$ cat config.mk
export PLATFORM = sky130hd
export DESIGN_NAME = load_store_unit
export DESIGN_NICKNAME = d
export VERILOG_FILES = /design/src/rtl/load_store_unit.sv
export SDC_FILE = /design/constraint.sdc
export NUM_CORES = 1
export LEC_CHECK = 0
export CORE_UTILIZATION = 30
export DETAILED_ROUTE_END_ITERATION = 8
export MAX_ROUTING_LAYER = met4
export PLACE_DENSITY = 0.62
export SLEW_MARGIN = 20
export SYNTH_ARGS = -nofsm -noshare
export SYNTH_HDL_FRONTEND = slang
export SYNTH_SLANG_ARGS = --single-unit
$ cat constraint.sdc
create_clock -name clk -period 2.1 [get_ports clk]
set_input_delay 0.42 -clock clk [delete_from_list [all_inputs] [get_ports clk]]
set_output_delay 0.42 -clock clk [all_outputs]
set_load 0.005 [all_outputs]
$ cat src/rtl/load_store_unit.sv
// ============================================================================
// load_store_unit: RV32I memory-access stage. Runs one handshaked word-port
// transaction per start and drives register-file write-back for loads.
// Revision: 1.0
// ============================================================================
`default_nettype none

module load_store_unit #(
   parameter int TIMEOUT_CYCLES = 255
) (
   input  logic        clk,
   input  logic        rst_n,
   input  logic        start,
   input  logic        is_load,
   input  logic        is_store,
   input  logic [2:0]  funct3,
   input  logic [31:0] addr,
   input  logic [31:0] store_data,
   input  logic [4:0]  rd,
   output logic        busy,
   output logic        done,
   output logic [1:0]  fault_code,
   output logic        mem_req,
   output logic        mem_we,
   output logic [31:0] mem_addr,
   output logic [3:0]  mem_wstrb,
   output logic [31:0] mem_wdata,
   input  logic        mem_gnt,
   input  logic        mem_rvalid,
   input  logic [31:0] mem_rdata,
   output logic [4:0]  wb_dest_reg,
   output logic [31:0] wb_data,
   output logic        wb_en
);

   typedef enum logic [1:0] {
      IDLE   = 2'd0,
      REQ    = 2'd1,
      WAIT_R = 2'd2,
      DONE   = 2'd3
   } state_t;

   state_t      state, state_nx;
   logic [15:0] cnt, cnt_nx;
   logic        op_load, op_load_nx;
   logic [2:0]  op_f3, op_f3_nx;
   logic [1:0]  op_off, op_off_nx;

   logic        mem_req_nx, mem_we_nx, wb_en_nx;
   logic [31:0] mem_addr_nx, mem_wdata_nx, wb_data_nx;
   logic [3:0]  mem_wstrb_nx;
   logic [4:0]  wb_dest_nx;
   logic [1:0]  fault_nx;

   logic        legal, misaligned, expired;
   logic [16:0] cnt_inc;
   logic [3:0]  strb;
   logic [31:0] lanes, ext;
   logic [7:0]  ld_byte;
   logic [15:0] ld_half;

   // Decode of the incoming request: legality, alignment, lane strobes/data
   always_comb begin
      legal = 1'b0;
      if (is_load && !is_store)
         legal = (funct3 != 3'd3) && (funct3 != 3'd6) && (funct3 != 3'd7);
      else if (is_store && !is_load)
         legal = !funct3[2] && (funct3[1:0] != 2'd3);
      misaligned = ((funct3[1:0] == 2'd1) && addr[0]) ||
                   ((funct3[1:0] == 2'd2) && (addr[1:0] != 2'b00));
      case (funct3[1:0])
         2'd0: begin
            strb  = 4'b0001 << addr[1:0];
            lanes = {4{store_data[7:0]}};
         end
         2'd1: begin
            strb  = 4'b0011 << {addr[1], 1'b0};
            lanes = {2{store_data[15:0]}};
         end
         default: begin
            strb  = 4'b1111;
            lanes = store_data;
         end
      endcase
   end

   always_comb begin
      ld_byte = mem_rdata[{op_off, 3'b000} +: 8];
      ld_half = op_off[1] ? mem_rdata[31:16] : mem_rdata[15:0];
      case (op_f3)
         3'd0:    ext = {{24{ld_byte[7]}}, ld_byte};
         3'd1:    ext = {{16{ld_half[15]}}, ld_half};
         3'd4:    ext = {24'd0, ld_byte};
         3'd5:    ext = {16'd0, ld_half};
         default: ext = mem_rdata;
      endcase
      cnt_inc = {1'b0, cnt} + 17'd1;
      expired = (cnt_inc >= 17'(TIMEOUT_CYCLES));
   end

   always_comb begin
      state_nx     = state;
      cnt_nx       = cnt_inc[15:0];
      op_load_nx   = op_load;
      op_f3_nx     = op_f3;
      op_off_nx    = op_off;
      mem_req_nx   = mem_req;
      mem_we_nx    = mem_we;
      mem_addr_nx  = mem_addr;
      mem_wstrb_nx = mem_wstrb;
      mem_wdata_nx = mem_wdata;
      wb_dest_nx   = wb_dest_reg;
      wb_data_nx   = 32'd0;
      wb_en_nx     = 1'b0;
      fault_nx     = 2'd0;
      case (state)
         IDLE: begin
            cnt_nx = 16'd0;
            if (start) begin
               wb_dest_nx = rd;
               if (!legal) begin
                  state_nx = DONE;
                  fault_nx = 2'd2;
               end else if (misaligned) begin
                  state_nx = DONE;
                  fault_nx = 2'd1;
               end else begin
                  state_nx     = REQ;
                  op_load_nx   = is_load;
                  op_f3_nx     = funct3;
                  op_off_nx    = addr[1:0];
                  mem_req_nx   = 1'b1;
                  mem_we_nx    = is_store;
                  mem_addr_nx  = {addr[31:2], 2'b00};
                  mem_wstrb_nx = is_store ? strb : 4'b0000;
                  mem_wdata_nx = is_store ? lanes : 32'd0;
               end
            end
         end
         REQ: begin
            // A grant on the expiry edge takes priority over the abort
            if (mem_gnt) begin
               mem_req_nx = 1'b0;
               cnt_nx     = 16'd0;
               state_nx   = op_load ? WAIT_R : DONE;
            end else if (expired) begin
               mem_req_nx = 1'b0;
               state_nx   = DONE;
               fault_nx   = 2'd3;
            end
         end
         WAIT_R: begin
            if (mem_rvalid) begin
               state_nx   = DONE;
               wb_data_nx = ext;
               wb_en_nx   = (wb_dest_reg != 5'd0);
            end else if (expired) begin
               state_nx = DONE;
               fault_nx = 2'd3;
            end
         end
         default: begin
            state_nx = IDLE;
            cnt_nx   = 16'd0;
         end
      endcase
   end

   always_ff @(posedge clk or negedge rst_n) begin
      if (!rst_n) begin
         state       <= IDLE;
         cnt         <= 16'd0;
         op_load     <= 1'b0;
         op_f3       <= 3'd0;
         op_off      <= 2'd0;
         busy        <= 1'b0;
         done        <= 1'b0;
         fault_code  <= 2'd0;
         mem_req     <= 1'b0;
         mem_we      <= 1'b0;
         mem_addr    <= 32'd0;
         mem_wstrb   <= 4'd0;
         mem_wdata   <= 32'd0;
         wb_dest_reg <= 5'd0;
         wb_data     <= 32'd0;
         wb_en       <= 1'b0;
      end else begin
         state       <= state_nx;
         cnt         <= cnt_nx;
         op_load     <= op_load_nx;
         op_f3       <= op_f3_nx;
         op_off      <= op_off_nx;
         busy        <= (state_nx != IDLE);
         done        <= (state_nx == DONE);
         fault_code  <= fault_nx;
         mem_req     <= mem_req_nx;
         mem_we      <= mem_we_nx;
         mem_addr    <= mem_addr_nx;
         mem_wstrb   <= mem_wstrb_nx;
         mem_wdata   <= mem_wdata_nx;
         wb_dest_reg <= wb_dest_nx;
         wb_data     <= wb_data_nx;
         wb_en       <= wb_en_nx;
      end
   end

endmodule

`default_nettype wire

==> out/qor.csv <==
stage,metric,value,unit
hold_path,Worst Hold Class,reg -> reg,
sta,# setup viols final,7,
yosys,Synth Area in Simple Gates,12.2,%
pwr,sequential fraction of design power,35.4,%
hold_path,Worst Hold Depth,2,
yosys,Post-synth ARST share,100,%
yosys,largest family of logic cells by synthesized area,compound AO/OA/AOI/OAI gates,
layout,Final Util,49.2,%
sta,TNS Setup,-0.854,ns
place,Buffers on Ports,220,
setup_path,WP data arrival,2.55,ns
layout,antenna cells,0,
sta,Post-Route Skew,0.0105,ns
place,Final HPWL DP,13500,µm
pwr,Pleak,4.41,nW
pwr,Worst IR Drop VDD,0.574,mV
yosys,Unique masters post-synth,53,
yosys,XOR/XNOR Fraction of Synth Area,1.68,%
die,die area,0.0214,mm²
pwr,Psw,0.00343,W
sta,final critical-path setup slack,-0.181,ns
yosys,register area share after synthesis,53.7,%
clock_network,total CTS buffers,17,
yosys,Synth Area in Adders,1.40,%
yosys,yosys warns,0,
yosys,post-synthesis compound-gate area fraction,14.5,%
yosys,Most used DFF post-synth,dfrtp_1,
clock_network,"Reg clk slew, reported paths",0.06,ns
layout,NumNets Final,996,
routing,Routed WL,18400,µm
setup_path,end of the critical path,busy,
routing,Vias/cell,4.66,
global_route,largest net degree at the start of global routing,55,
global_route,initial antenna violation count,0,
clock_network,H-tree level count,4,
global_route,global-route wire length before repair,29700,µm
setup_path,Critical Path RT,2.36,ns
sta,Max Clk Rate,438,MHz
routing,wire per inst,15.9,µm
layout,layout cell share with drive strength beyond 1,21.5,%
yosys,proportion of synthesized area in mux cells,12.0,%
layout,Final Cell Area,0.00999,mm²
place,post-placement setup slack,-0.357,ns
pwr,sw frac,30.6,%
clock_network,"Clk Latency, worst-skew pair",0.42,ns
place,Final Wtd Congestion,0.813,
die,num ports,223,
clock_network,Clock Path Buffers,2,
die,die height,146,µm
sta,part of the cycle the worst path needs,109,%
die,Initial Util,30.8,%
layout,biggest regs,"mem_wdata: 32 flops, wb_data: 32 flops, mem_addr: 30 flops",
global_route,total track usage,18.6,%
setup_path,CP startpoint,cnt[9],
setup_path,register-to-register setup slack,-0.18,ns
yosys,Gate Count Post-Synth,604,
routing,routed via count,5400,
sta,post-layout min period,2.28,ns
sta,Fin. Hold Viols,0,
yosys,synthesis-stage register bit count,134,
routing,DR DRC count,0,
routing,initial DRC count,242,
setup_path,startpoint types,flop,
pwr,Pwr Density,1120,mW/mm²
pwr,Comb pwr share,38.3,%
pwr,Clk pwr share,26.3,%
clock_network,CTS tree,yes,
layout,Area Growth Syn to Fin,59.8,%
setup_path,kind of critical path,reg -> reg,
outcome,status,"complete, but fails checks",
setup_path,"Max FO, Critical Path",5,
global_route,number of global-route vias before repair,5526,
setup_path,cell depth of the worst flop-to-flop path,6,
routing,Routed Antenna Nets,0,
clock_network,Root Buffer,clkbuf_16,
setup_path,R2R Path Start,cnt[9],
sta,RSZ-0062 raised after global routing,true,
routing,DRT Pass-1 Iters,4,
yosys,Post-synth EDFFs,0,
die,core area,0.0203,mm²
die,Die Width,146,µm
global_route,gr ovfl total,0,
clock_network,CTS sink count,134,
yosys,Mean Syn Cell Area,10.3,µm²
sta,Worst-Margin Slew,0.586,ns
place,Placed Area,0.00923,mm²
setup_path,r2r endpoint,busy,
sta,Rel. slew slack,61.0,%
outcome,failing checks,negative setup slack,
setup_path,Critical Path End Type,flop,
flow_run,Max Cap Violations,0,
pwr,P_int,0.00780,W
yosys,mapped cell area,0.00625,mm²
die,Placement Rows,52,
sta,max-slew violations,0,
pwr,Total Power,0.0112,W
==> routing by layer <==
metal | share of wire, % | vias to the layer above | GRT usage, % | routed length (µm)
met3 | 7.8 | 14 | 6.47 | 1430
li1 | - | 2635 | - | -
met4 | 0.92 | 0 | 5.00 | 169
met5 | 0 | - | - | 0
met1 | 44 | 2563 | 22.4 | 8170
met2 | 47 | 188 | 29.4 | 8640
==> final cells by class <==
class                           instances  area [µm²]
Clock buffer                           20         457
Clock inverter                         10         124
Fill cell                            1880       10300
Inverter                               32         120
Multi-Input combinational cell        401        2760
Sequential cell                       134        3350
Tap cell                              270         338
Timing Repair Buffer                  292        2840
==> power groups by stage <==
stage               Sequential, W  Clock, W  Combinational, W
finish                    0.00398   0.00296           0.00430
global route              0.00410   0.00315           0.00467
CTS                       0.00398   0.00303           0.00435
detailed placement        0.00401         0           0.00425
global placement          0.00401         0           0.00419
floorplan                 0.00400         0           0.00163
==> cells in the mapped netlist (3+ instances only) <==
library cell,number,share of area (%)
buf_2,7,0.56
o221a_2,7,1.3
a31oi_1,7,0.70
buf_1,5,0.30
nand4_1,3,0.30
nor4_1,3,0.30
nand3_1,7,0.56
o21ai_0,56,4.5
nor2_1,36,2.2
a21oi_1,32,2.6
ha_1,7,1.4
xor2_1,5,0.70
nor3_1,3,0.24
dfrtp_1,134,54
or3_1,3,0.30
o211ai_1,10,1.2
nand2_1,97,5.8
mux2_2,57,10
xnor2_1,7,0.98
mux2i_1,11,1.8
a221oi_1,9,1.3
nor2b_1,4,0.40
clkbuf_1,24,1.4
inv_1,32,1.9
o31ai_1,3,0.36
nand2b_1,5,0.50
==> repair_timing <==
action / 4_1_cts / 5_1_grt
pin swaps: 15 / 8
hold buffers: 1 / 0
gates resized for setup: 15 / 4
setup buffers: 3 / 3
hold endpoints to repair: 43 / 0
endpoints found under the setup margin: 7 / 30
==> layout by cell type, fill, tap and decap left out, drive strengths merged, types with 2 or more instances in the layout <==
master	netlist	routed
nor2	36	36
nand2b	5	5
buf	14	72
o21ai	57	57
xor2	5	5
dfrtp	134	134
nand2	98	98
a221oi	9	9
inv	32	33
clkbuf	24	20
conb	1	2
o31ai	4	4
ha	7	7
o221a	7	7
nand4	4	4
clkinv	0	5
nor4	3	3
or3	4	4
mux2i	11	11
clkinvlp	0	2
nand3	8	8
nor3	3	3
mux2	57	57
nand3b	2	2
clkdlybuf4s50	0	219
nor2b	4	4
a31oi	7	7
o211ai	10	10
and2	2	2
a21oi	33	33
xnor2	7	7
bufinv	0	2
==> cells by family after synthesis <==
family,Yosys count
other cells,1
xor+xnor,12
buf+inv,70
compound gates,139
fa+ha+maj,7
mux,68
flops,134
simple gates,173
==> metrics by stage <==
step                hold WS (ns)  cells
global route               0.499   1159
global placement           0.388   1122
finish                     0.473   1159
detailed placement         0.395   1122
floorplan                  0.124    605
CTS                        0.480   1156
==> worst min path at each step <==
stage | startpoint | to | slack, ns
floorplan | rst_n | busy | 0.12
global placement | rst_n | mem_wdata[13] | 0.39
detailed placement | rst_n | mem_addr[15] | 0.39
CTS | mem_wdata[11] | mem_wdata[11] | 0.48
global route | mem_wdata[11] | mem_wdata[11] | 0.50
finish | mem_wdata[11] | mem_wdata[11] | 0.47
==> critical path, cell delays in order, from the launching register on <==
cell      delay (ns)
dfrtp_1         0.40
or3b_1          0.42
or4_4           0.43
o211ai_1        0.15
o311ai_4        0.22
o41ai_4         0.35
a41oi_2         0.17
Power figures use the tool's default switching activity.
